<file path="config.mk">
export PLATFORM = sky130hd
export DESIGN_NAME = idex_hazard_stage_flat
export DESIGN_NICKNAME = d
export VERILOG_FILES = /design/src/rtl/idex_hazard_stage_pkg.sv /design/src/rtl/idex_hazard_stage_if.sv /design/src/rtl/idex_hazard_detect.sv /design/src/rtl/idex_hazard_stage.sv /design/src/flat_wrapper.sv
export SDC_FILE = /design/constraint.sdc
export NUM_CORES = 1
export LEC_CHECK = 0
export BUFFER_PORTS_ARGS = -buffer_cell sky130_fd_sc_hd__buf_4
export CORE_ASPECT_RATIO = 0.75
export CORE_MARGIN = 3
export CORE_UTILIZATION = 40
export CTS_CLUSTER_SIZE = 40
export DETAILED_ROUTE_END_ITERATION = 12
export GPL_TIMING_DRIVEN = 1
export PLACE_DENSITY = 0.85
export SYNTH_ARGS = -nofsm -noshare
export SYNTH_HDL_FRONTEND = slang
export SYNTH_SLANG_ARGS = --single-unit
</file>
<file path="constraint.sdc">
create_clock -name clk -period 2.34 [get_ports clk]
set_input_delay 0.234 -clock clk [delete_from_list [all_inputs] [get_ports clk]]
set_output_delay 0.234 -clock clk [all_outputs]
set_load 0.1 [all_outputs]
</file>
<file path="src/rtl/idex_hazard_stage_pkg.sv">
// Shared definitions for the ID/EX stage: control-bus bit map and the register-update selector.
package idex_hazard_stage_pkg;

    localparam int unsigned CTRL_WIDTH    = 9;
    localparam int unsigned CTRL_MEMREAD  = 0;
    localparam int unsigned CTRL_MEMWRITE = 1;
    localparam int unsigned CTRL_REGWRITE = 2;
    localparam int unsigned CTRL_MEMTOREG = 3;
    localparam int unsigned CTRL_ALUSRC   = 4;
    localparam int unsigned CTRL_BRANCH   = 5;
    localparam int unsigned CTRL_ALUOP_LO = 6;
    localparam int unsigned CTRL_ALUOP_HI = 8;

    typedef enum logic [1:0] {
        UPD_FLUSH,
        UPD_HOLD,
        UPD_BUBBLE,
        UPD_CAPTURE
    } upd_e;

    // Flush outranks Hold, and Hold outranks the load-use bubble.
    function automatic upd_e select_update(input logic flush, input logic hold,
                                           input logic stall);
        if (flush)      return UPD_FLUSH;
        else if (hold)  return UPD_HOLD;
        else if (stall) return UPD_BUBBLE;
        else            return UPD_CAPTURE;
    endfunction

endpackage

</file>
<file path="src/rtl/idex_hazard_stage_if.sv">
// Decode-side and forwarding-side signals of the ID/EX stage bundled as one interface.
interface idex_hazard_stage_if #(
    parameter int unsigned DATA_W = 32,
    parameter int unsigned CTRL_W = 9,
    parameter int unsigned CNT_W  = 16
);
    logic [4:0]        IFID_Rs;
    logic [4:0]        IFID_Rt;
    logic [4:0]        IFID_Rd;
    logic              IFID_UsesRt;
    logic              IFID_Valid;
    logic [CTRL_W-1:0] ID_Ctrl;
    logic [DATA_W-1:0] ID_RsData;
    logic [DATA_W-1:0] ID_RtData;
    logic [DATA_W-1:0] ID_Imm;
    logic              Flush;
    logic              Hold;

    logic [4:0]        IDEX_Rs;
    logic [4:0]        IDEX_Rt;
    logic [4:0]        IDEX_Rd;
    logic [CTRL_W-1:0] IDEX_Ctrl;
    logic [DATA_W-1:0] IDEX_RsData;
    logic [DATA_W-1:0] IDEX_RtData;
    logic [DATA_W-1:0] IDEX_Imm;
    logic              IDEX_Valid;
    logic              LoadUseStall;
    logic              PCWrite;
    logic              IFIDWrite;
    logic [CNT_W-1:0]  StallCount;

    modport master (
        output IFID_Rs, IFID_Rt, IFID_Rd, IFID_UsesRt, IFID_Valid,
               ID_Ctrl, ID_RsData, ID_RtData, ID_Imm, Flush, Hold,
        input  IDEX_Rs, IDEX_Rt, IDEX_Rd, IDEX_Ctrl, IDEX_RsData, IDEX_RtData,
               IDEX_Imm, IDEX_Valid, LoadUseStall, PCWrite, IFIDWrite, StallCount
    );

    modport slave (
        input  IFID_Rs, IFID_Rt, IFID_Rd, IFID_UsesRt, IFID_Valid,
               ID_Ctrl, ID_RsData, ID_RtData, ID_Imm, Flush, Hold,
        output IDEX_Rs, IDEX_Rt, IDEX_Rd, IDEX_Ctrl, IDEX_RsData, IDEX_RtData,
               IDEX_Imm, IDEX_Valid, LoadUseStall, PCWrite, IFIDWrite, StallCount
    );

endinterface

</file>
<file path="src/rtl/idex_hazard_detect.sv">
// Load-use comparator: a valid load in ID/EX whose target is read by the valid IF/ID instruction.
module idex_hazard_detect (
    input  logic       idex_valid,
    input  logic       idex_memread,
    input  logic [4:0] idex_rt,
    input  logic       ifid_valid,
    input  logic [4:0] ifid_rs,
    input  logic [4:0] ifid_rt,
    input  logic       ifid_uses_rt,
    output logic       load_use_stall
);

    logic rs_match;
    logic rt_match;

    always_comb begin
        rs_match = (idex_rt == ifid_rs);
        rt_match = ifid_uses_rt & (idex_rt == ifid_rt);
        // $zero is hard-wired, so a load into it never creates a dependency.
        load_use_stall = idex_valid & idex_memread & (idex_rt != '0) & ifid_valid
                         & (rs_match | rt_match);
    end

endmodule

</file>
<file path="src/rtl/idex_hazard_stage.sv">
// ID/EX pipeline register with load-use bubble insertion, flush/hold handling and a saturating stall counter.
module idex_hazard_stage
    import idex_hazard_stage_pkg::*;
#(
    parameter int unsigned DATA_W = 32,
    parameter int unsigned CTRL_W = CTRL_WIDTH,
    parameter int unsigned CNT_W  = 16
) (
    input logic               clk,
    input logic               rst,
    idex_hazard_stage_if.slave bus
);

    logic [4:0]        rs_q;
    logic [4:0]        rt_q;
    logic [4:0]        rd_q;
    logic [CTRL_W-1:0] ctrl_q;
    logic [DATA_W-1:0] rs_data_q;
    logic [DATA_W-1:0] rt_data_q;
    logic [DATA_W-1:0] imm_q;
    logic              valid_q;
    logic [CNT_W-1:0]  count_q;
    logic              stall;
    upd_e              upd;

    idex_hazard_detect u_detect (
        .idex_valid     (valid_q),
        .idex_memread   (ctrl_q[CTRL_MEMREAD]),
        .idex_rt        (rt_q),
        .ifid_valid     (bus.IFID_Valid),
        .ifid_rs        (bus.IFID_Rs),
        .ifid_rt        (bus.IFID_Rt),
        .ifid_uses_rt   (bus.IFID_UsesRt),
        .load_use_stall (stall)
    );

    always_comb begin
        upd = select_update(bus.Flush, bus.Hold, stall);
    end

    always_ff @(posedge clk) begin
        if (rst) begin
            rs_q      <= '0;
            rt_q      <= '0;
            rd_q      <= '0;
            ctrl_q    <= '0;
            rs_data_q <= '0;
            rt_data_q <= '0;
            imm_q     <= '0;
            valid_q   <= 1'b0;
            count_q   <= '0;
        end else begin
            unique case (upd)
                UPD_FLUSH, UPD_BUBBLE: begin
                    // Zeroing every field clears RegWrite/MemRead and Rd, so forwarding sees no writer.
                    rs_q      <= '0;
                    rt_q      <= '0;
                    rd_q      <= '0;
                    ctrl_q    <= '0;
                    rs_data_q <= '0;
                    rt_data_q <= '0;
                    imm_q     <= '0;
                    valid_q   <= 1'b0;
                end
                UPD_HOLD: begin
                end
                UPD_CAPTURE: begin
                    rs_q      <= bus.IFID_Rs;
                    rt_q      <= bus.IFID_Rt;
                    rd_q      <= bus.IFID_Rd;
                    ctrl_q    <= bus.ID_Ctrl;
                    rs_data_q <= bus.ID_RsData;
                    rt_data_q <= bus.ID_RtData;
                    imm_q     <= bus.ID_Imm;
                    valid_q   <= bus.IFID_Valid;
                end
                default: begin
                end
            endcase
            if ((upd == UPD_BUBBLE) && (count_q != '1)) begin
                count_q <= count_q + CNT_W'(1);
            end
        end
    end

    always_comb begin
        bus.IDEX_Rs      = rs_q;
        bus.IDEX_Rt      = rt_q;
        bus.IDEX_Rd      = rd_q;
        bus.IDEX_Ctrl    = ctrl_q;
        bus.IDEX_RsData  = rs_data_q;
        bus.IDEX_RtData  = rt_data_q;
        bus.IDEX_Imm     = imm_q;
        bus.IDEX_Valid   = valid_q;
        bus.LoadUseStall = stall;
        bus.PCWrite      = ~(stall | bus.Hold);
        bus.IFIDWrite    = ~(stall | bus.Hold);
        bus.StallCount   = count_q;
    end

endmodule
</file>
<file path="src/flat_wrapper.sv">
// flat-port wrapper written by rule: the top's interface ports become plain ports
module idex_hazard_stage_flat import idex_hazard_stage_pkg::*;
#(
    parameter int unsigned DATA_W = 32,
    parameter int unsigned CTRL_W = CTRL_WIDTH,
    parameter int unsigned CNT_W  = 16
)
  (clk, rst, bus_IFID_Rs, bus_IFID_Rt, bus_IFID_Rd, bus_IFID_UsesRt, bus_IFID_Valid, bus_ID_Ctrl, bus_ID_RsData, bus_ID_RtData, bus_ID_Imm, bus_Flush, bus_Hold, bus_IDEX_Rs, bus_IDEX_Rt, bus_IDEX_Rd, bus_IDEX_Ctrl, bus_IDEX_RsData, bus_IDEX_RtData, bus_IDEX_Imm, bus_IDEX_Valid, bus_LoadUseStall, bus_PCWrite, bus_IFIDWrite, bus_StallCount);
  idex_hazard_stage_if #(.DATA_W(DATA_W), .CTRL_W(CTRL_W), .CNT_W(CNT_W)) bus_i ();
  input logic clk;
  input logic rst;
  input wire logic [$bits(bus_i.IFID_Rs)-1:0] bus_IFID_Rs;
  input wire logic [$bits(bus_i.IFID_Rt)-1:0] bus_IFID_Rt;
  input wire logic [$bits(bus_i.IFID_Rd)-1:0] bus_IFID_Rd;
  input wire logic [$bits(bus_i.IFID_UsesRt)-1:0] bus_IFID_UsesRt;
  input wire logic [$bits(bus_i.IFID_Valid)-1:0] bus_IFID_Valid;
  input wire logic [$bits(bus_i.ID_Ctrl)-1:0] bus_ID_Ctrl;
  input wire logic [$bits(bus_i.ID_RsData)-1:0] bus_ID_RsData;
  input wire logic [$bits(bus_i.ID_RtData)-1:0] bus_ID_RtData;
  input wire logic [$bits(bus_i.ID_Imm)-1:0] bus_ID_Imm;
  input wire logic [$bits(bus_i.Flush)-1:0] bus_Flush;
  input wire logic [$bits(bus_i.Hold)-1:0] bus_Hold;
  output wire logic [$bits(bus_i.IDEX_Rs)-1:0] bus_IDEX_Rs;
  output wire logic [$bits(bus_i.IDEX_Rt)-1:0] bus_IDEX_Rt;
  output wire logic [$bits(bus_i.IDEX_Rd)-1:0] bus_IDEX_Rd;
  output wire logic [$bits(bus_i.IDEX_Ctrl)-1:0] bus_IDEX_Ctrl;
  output wire logic [$bits(bus_i.IDEX_RsData)-1:0] bus_IDEX_RsData;
  output wire logic [$bits(bus_i.IDEX_RtData)-1:0] bus_IDEX_RtData;
  output wire logic [$bits(bus_i.IDEX_Imm)-1:0] bus_IDEX_Imm;
  output wire logic [$bits(bus_i.IDEX_Valid)-1:0] bus_IDEX_Valid;
  output wire logic [$bits(bus_i.LoadUseStall)-1:0] bus_LoadUseStall;
  output wire logic [$bits(bus_i.PCWrite)-1:0] bus_PCWrite;
  output wire logic [$bits(bus_i.IFIDWrite)-1:0] bus_IFIDWrite;
  output wire logic [$bits(bus_i.StallCount)-1:0] bus_StallCount;
  assign bus_i.IFID_Rs = bus_IFID_Rs;
  assign bus_i.IFID_Rt = bus_IFID_Rt;
  assign bus_i.IFID_Rd = bus_IFID_Rd;
  assign bus_i.IFID_UsesRt = bus_IFID_UsesRt;
  assign bus_i.IFID_Valid = bus_IFID_Valid;
  assign bus_i.ID_Ctrl = bus_ID_Ctrl;
  assign bus_i.ID_RsData = bus_ID_RsData;
  assign bus_i.ID_RtData = bus_ID_RtData;
  assign bus_i.ID_Imm = bus_ID_Imm;
  assign bus_i.Flush = bus_Flush;
  assign bus_i.Hold = bus_Hold;
  assign bus_IDEX_Rs = bus_i.IDEX_Rs;
  assign bus_IDEX_Rt = bus_i.IDEX_Rt;
  assign bus_IDEX_Rd = bus_i.IDEX_Rd;
  assign bus_IDEX_Ctrl = bus_i.IDEX_Ctrl;
  assign bus_IDEX_RsData = bus_i.IDEX_RsData;
  assign bus_IDEX_RtData = bus_i.IDEX_RtData;
  assign bus_IDEX_Imm = bus_i.IDEX_Imm;
  assign bus_IDEX_Valid = bus_i.IDEX_Valid;
  assign bus_LoadUseStall = bus_i.LoadUseStall;
  assign bus_PCWrite = bus_i.PCWrite;
  assign bus_IFIDWrite = bus_i.IFIDWrite;
  assign bus_StallCount = bus_i.StallCount;
  idex_hazard_stage #(.DATA_W(DATA_W), .CTRL_W(CTRL_W), .CNT_W(CNT_W)) u_core (.clk(clk), .rst(rst), .bus(bus_i));
endmodule
</file>
## Word-level counts from Yosys, hierarchy flattened

Index checks and enable logic that the tools add are counted.

| operators by class | value |
|---|---|
| $add $sub $neg | 1 |
| multiply operators | 0 |
| divide/modulo/power cells | 0 |
| $lt $le $gt $ge | 0 |
| equal/unequal tests | 5 |
| shift operators | 0 |
| muxes and demuxes | 11 |
| bitwise logic cells | 8 |
| reduce and logical (&&, ||, !) cells | 5 |

Operators by type and width:

| cell | number |
|---|---|
| case mux 32 bit (2 select lines) | 3 |
| case mux 5 bit (2 select lines) | 3 |
| case mux 9 bit (2 select lines) | 1 |
| adder 16 x 1 -> 16 bit, second input constant | 1 |
| != test 16 bit, second input constant | 1 |
| == test 5 bit | 2 |
| AND 1 bit | 5 |
| nonzero test 5 bit | 1 |
| == test 2 bit, second input constant | 2 |
| two-way mux 2 bit | 2 |
| logical NOT 2 bit | 1 |
| OR 1 bit | 2 |
| case mux 1 bit (2 select lines) | 1 |
| nonzero test 2 bit | 1 |
| OR reduction 2 bit | 1 |
| logical AND 1 bit | 1 |
| two-way mux 1 bit | 1 |
| NOT 1 bit | 1 |

| word-level totals | value |
|---|---|
| register bits | 137 |
| bits in latches | 0 |
| bits in writable memories | 0 |
| bits in read-only memories | 0 |
| input bits | 126 |
| output and inout bits | 140 |
| word-level logic and storage cells | 39 |
| memories kept | 0 |

## Logic depth before layout (Yosys ltp)

| depth | value |
|---|---|
| depth in word-level cells | 10 |
| depth in mapped cells | 8 |
| mapped depth without buffers | 5 |

## Hierarchy

Synthesis repeated with hierarchy kept, for this count alone.

| unflattened totals | value |
|---|---|
| cells, all modules | 523 |
| area, all modules | 4,957.3 um2 |

By module, submodules not included:

| module | times used | cells each | area an instance (um2) | sequential area each (um2) |
|---|---|---|---|---|
| idex_hazard_stage | 1 | 506 | 4,827.1 | 2,742.6 |
| idex_hazard_detect | 1 | 17 | 130.1 | 0.0 |

## Worst setup path before layout

No wires, ideal clock.

| timing path | value |
|---|---|
| path kind | register to output |
| from | register u_core.rt_q[3] (netlist: u_core.bus.IDEX_Rt[3]) |
| to | output port bus_PCWrite |
| arrival time | 4,739 ps |
| required time | 2,106 ps |
| slack | -2,633 ps |
| cell stages (with the launch flop) | 9 |
| cells stage by stage | dfxtp_1 -> xor2_1 -> nor4_1 -> a32oi_1 -> buf_6 -> buf_2 -> nor2_1 -> nor2_1 -> buf_4 |

| between the ends | value |
|---|---|
| cells in the longest elaborated chain, start to end | 6 |
| elaborated cells between the ends (all ways) | 10 |
| those cells by class | eq/ne (2); bitwise (7); reduce/logical (1) |

Ends and longest elaborated chain:

| element | RTL line | source |
|---|---|---|
| from (decl) | idex_hazard_stage.sv:15 | `logic [4:0] rt_q;` |
| from (signal assigned) | idex_hazard_stage.sv:69 | `rt_q <= bus.IFID_Rt;` |
| == test 5 bit / nonzero test 5 bit (equally long branches) | idex_hazard_detect.sv:18, idex_hazard_detect.sv:20 |  |
| AND 1 bit, on equally long branches | idex_hazard_detect.sv:18, idex_hazard_detect.sv:20 |  |
| OR 1 bit / AND 1 bit (equally long branches) | idex_hazard_detect.sv:21, idex_hazard_detect.sv:20 |  |
| AND 1 bit * | idex_hazard_detect.sv:21 | `& (rs_match \| rt_match);` |
| net bus_LoadUseStall | flat_wrapper.sv:31 | `output wire logic [$bits(bus_i.LoadUseStall)-1:0] bus_LoadUseStall;` |
| OR 1 bit * | -- |  |
| NOT 1 bit * | -- |  |
| to (decl) | flat_wrapper.sv:32 | `output wire logic [$bits(bus_i.PCWrite)-1:0] bus_PCWrite;` |

Mark *: on every way through the listed nets, which the timed path passes. The rest lies on a longest branch.

## Final worst setup path

| timing path | value |
|---|---|
| from | register u_core.rt_q[3] (netlist: u_core.bus.IDEX_Rt[3]) |
| to | output port bus_PCWrite |

| between the ends | value |
|---|---|
| cells in the longest elaborated chain, start to end | 6 |
| elaborated cells between the ends (all ways) | 10 |
| those cells by class | eq/ne (2); bitwise (7); reduce/logical (1) |

Ends and longest elaborated chain:

| element | RTL line | source |
|---|---|---|
| == test 5 bit / nonzero test 5 bit (equally long branches) | idex_hazard_detect.sv:18, idex_hazard_detect.sv:20 |  |
| AND 1 bit, on equally long branches | idex_hazard_detect.sv:18, idex_hazard_detect.sv:20 |  |
| OR 1 bit / AND 1 bit (equally long branches) | idex_hazard_detect.sv:21, idex_hazard_detect.sv:20 |  |
| AND 1 bit * | idex_hazard_detect.sv:21 |  |
| OR 1 bit * | idex_hazard_stage.sv:96 | `bus.PCWrite = ~(stall \| bus.Hold);` |
| NOT 1 bit * | idex_hazard_stage.sv:96 |  |

Mark *: on every way between the ends. The rest lies on a longest branch, timed or not.

==> impl_metrics.json <==
{
  "cts_buffer_depth": 2,
  "hp-class": "input pin to flip-flop",
  "final.min_clock_period_ns": 2.272,
  "fill_cells": 851,
  "synth_nets": 526,
  "cts_sinks": 137,
  "synthArstFlopShare_pct": 0,
  "initial_utilization_pct": 42.04,
  "stdcell_area_um2": 7569,
  "core_region_area_um2": 11190,
  "die_w_um": 131.2,
  "rows": 33,
  "postSynthCellCount": 399,
  "firstDrtPassIters": 4,
  "tns_ns": 0,
  "htreeDepth": 4,
  "synth_area_per_cell_um2": 11.79,
  "rrSetupSlack_ns": 0.22,
  "hold_ws_ns": 0.05043,
  "routed_wl_um": 14230,
  "end_kind": "output pin",
  "worst_pin_slew_ns": 0.5078,
  "pwr_density_cell_nw_per_um2": 805.5,
  "fin_util_pct": 67.64,
  "r2r_cells": 7,
  "viasPerCell": 5.290,
  "drive_above_1_share_pct": 50.52,
  "port_buffers": 265,
  "hpwl_um": 10250,
  "nets": 787,
  "area_growth_pct": 60.88,
  "ys_seq_elements": 137,
  "startpoint": "u_core.bus.IDEX_Rt[3]",
  "endpoint": "bus_PCWrite",
  "netlist_area_um2": 4705,
  "die_h_um": 99.92,
  "dp_cells": 794,
  "root_buffer": "clkbuf_16",
  "slew_headroom_pct": 66.04,
  "clock_skew_ns": 0.01055,
  "slew_viol_final": 0,
  "diodes": 0,
  "synth_edf_count": 0,
  "vdd_ir_drop_max_uv": 573.1,
  "grt_pass1_wl_um": 22560,
  "crit_required_ns": 2.11,
  "finalCritPeriodShare_pct": 97.09,
  "vias": 4391,
  "place.gp.congestion": 0.9036,
  "ant_nets": 0,
  "final-instance-count-excl-fill": 830,
  "clk_pin_slew_worst_paths_ns": 0.06,
  "leakage_nw": 3.449,
  "grt_pass1_vias": 4363,
  "antenna_found_initial": 0,
  "ys.flop_type": "dfxtp_1",
  "setup_viol": 0,
  "synth_cell_type_count": 36,
  "overflow": 0,
  "hold_viol": 0,
  "status": "completed",
  "critPathKind": "flip-flop to output pin",
  "critPathArrivalTime_ns": 2.04,
  "path_max_fanout": 12,
  "cap_violations": 0,
  "crit_path_start_kind": "flip-flop",
  "yosysSeqAreaShare_pct": 58.30,
  "fmax_mhz": 440.2,
  "avgRoutedWirePerCell_um": 17.14,
  "r2r-end": "u_core.bus.IDEX_Imm[29]",
  "grt_max_degree": 81,
  "grt_use_total_pct": 20.95,
  "pin_count": 266,
  "post_dp_cell_area_um2": 6874,
  "cts_buffers": 17,
  "worstReg2RegStart": "u_core.bus.IDEX_Rt[3]",
  "route.detailed.drc": 0,
  "clk_latency_ns": 0.40,
  "cts_tree": "done",
  "dieArea_um2": 13110,
  "dr.first_iter.drc_count": 258,
  "yosys_warnings": 0
}
[routing by layer]
| layer | part of all wire [%] | up-vias | track usage [%] |
|---|---|---|---|
| li1 | - | 2075 | - |
| met1 | 42 | 2087 | 25.26 |
| met2 | 49 | 208 | 35.75 |
| met3 | 7.6 | 21 | 6.964 |
| met4 | 1.3 | 0 | 7.022 |
| met5 | 0 | - | 0 |
[cell usage after synthesis (all sizes together), types with 2 or more instances]
library cell / count / area share (%)
mux2: 4 / 0.96
and2: 2 / 0.27
clkbuf: 15 / 1.2
or4: 9 / 1.5
inv: 2 / 0.16
dfxtp: 137 / 58
or3: 3 / 0.40
and4: 3 / 0.56
o2111ai: 2 / 0.37
o21a: 2 / 0.32
a21oi: 11 / 1.2
nor4: 2 / 0.27
nand3: 6 / 0.64
nor2: 9 / 0.72
nand4: 7 / 0.93
a22o: 121 / 23
and3: 3 / 0.40
o21ai: 7 / 0.74
nor2b: 4 / 0.53
xor2: 9 / 1.7
buf: 19 / 2.7
nor3: 5 / 0.53
o31ai: 7 / 1.1
o211ai: 2 / 0.43
nor3b: 2 / 0.32
[registers in the layout, indices dropped and copies added (netlist names)]
signal and flops:
u_core.bus.IDEX_Ctrl 9, u_core.bus.IDEX_Imm 32, u_core.bus.IDEX_Rd 5, u_core.bus.IDEX_Rs 5, u_core.bus.IDEX_RsData 32, u_core.bus.IDEX_Rt 5, u_core.bus.IDEX_RtData 32, u_core.bus.IDEX_Valid 1
u_core.bus.StallCount 16
[where the power goes]
group	switching (mW)	internal, mW
Clock	1.00	1.67
Sequential	0.0443	2.40
Combinational	0.671	0.303
[worst max-delay path: stages, from the launching register on]
cell,delay [ns]
dfxtp_4,0.37
xor2_1,0.17
nor4_2,0.32
a32oi_2,0.19
buf_6,0.18
nor2_4,0.18
nor2_4,0.07
buf_12,0.16
[layout make-up]
cell class	instances	area [um^2]	share of cell area [%]
clock inverters	12	135.1	1.785
inverters	2	7.507	0.09919
repair buffers	276	2158	28.52
multi-input cells	226	1826	24.12
well taps	157	196.4	2.595
flip-flops and latches	137	2778	36.70
clock buffers	20	467.9	6.183
[cell usage in the layout (no fill, tap or decap), types with 6 or more instances in the layout]
master     instances
or4_1              7
buf_4            268
dfxtp_2           13
dfxtp_1          119
o31ai_1            7
nand4_1            7
clkbuf_16         18
nor2_1             7
nand3_1            6
a21oi_1           11
xor2_1             9
a22o_1           121
buf_12             6
o21ai_0            6
[stage by stage]
step	setup WS (ns)	power [mW]
2_1_floorplan	-0.3112	3.137
6_report	0.06817	6.096
3_3_place_gp	0.2685	3.440
4_1_cts	-0.03385	6.137
5_1_grt	-0.03754	6.312
3_5_place_dp	0.2094	3.453
[cells by family (layout without fill, tap and decap cells)]
group | after synthesis | count (layout) | share of synthesized area, %
simple gates | 57 | 57 | 7.340
compound gates | 154 | 154 | 27.18
buf+inv | 36 | 310 | 4.096
fa+ha+maj | 1 | 1 | 0.2659
flops | 137 | 137 | 58.30
xor+xnor | 10 | 10 | 1.862
mux | 4 | 4 | 0.9574
[worst min path at each step]
stage                            from                    endpoint  slack, ns  cells past startpoint
floorplan              bus_IFID_Rt[0]       u_core.bus.IDEX_Rt[0]       0.37                      1
global placement    bus_ID_RtData[18]  u_core.bus.IDEX_RtData[18]       0.45                      2
detailed placement  bus_ID_RtData[27]  u_core.bus.IDEX_RtData[27]       0.45                      2
CTS                 bus_ID_RsData[18]  u_core.bus.IDEX_RsData[18]       0.03                      2
global route        bus_ID_RsData[18]  u_core.bus.IDEX_RsData[18]       0.02                      2
finish              bus_ID_RsData[18]  u_core.bus.IDEX_RsData[18]       0.05                      2
[repair_timing]
item / in CTS / in global routing
endpoints found under the hold margin: 0 / 0
pin swaps: 0 / 5
setup buffers: 0 / 4
resized for setup: 2 / 11
setup endpoints to repair: 3 / 3
cloned: 0 / 0
hold buffers: 0 / 0
(Power assumes the default switching activity.)
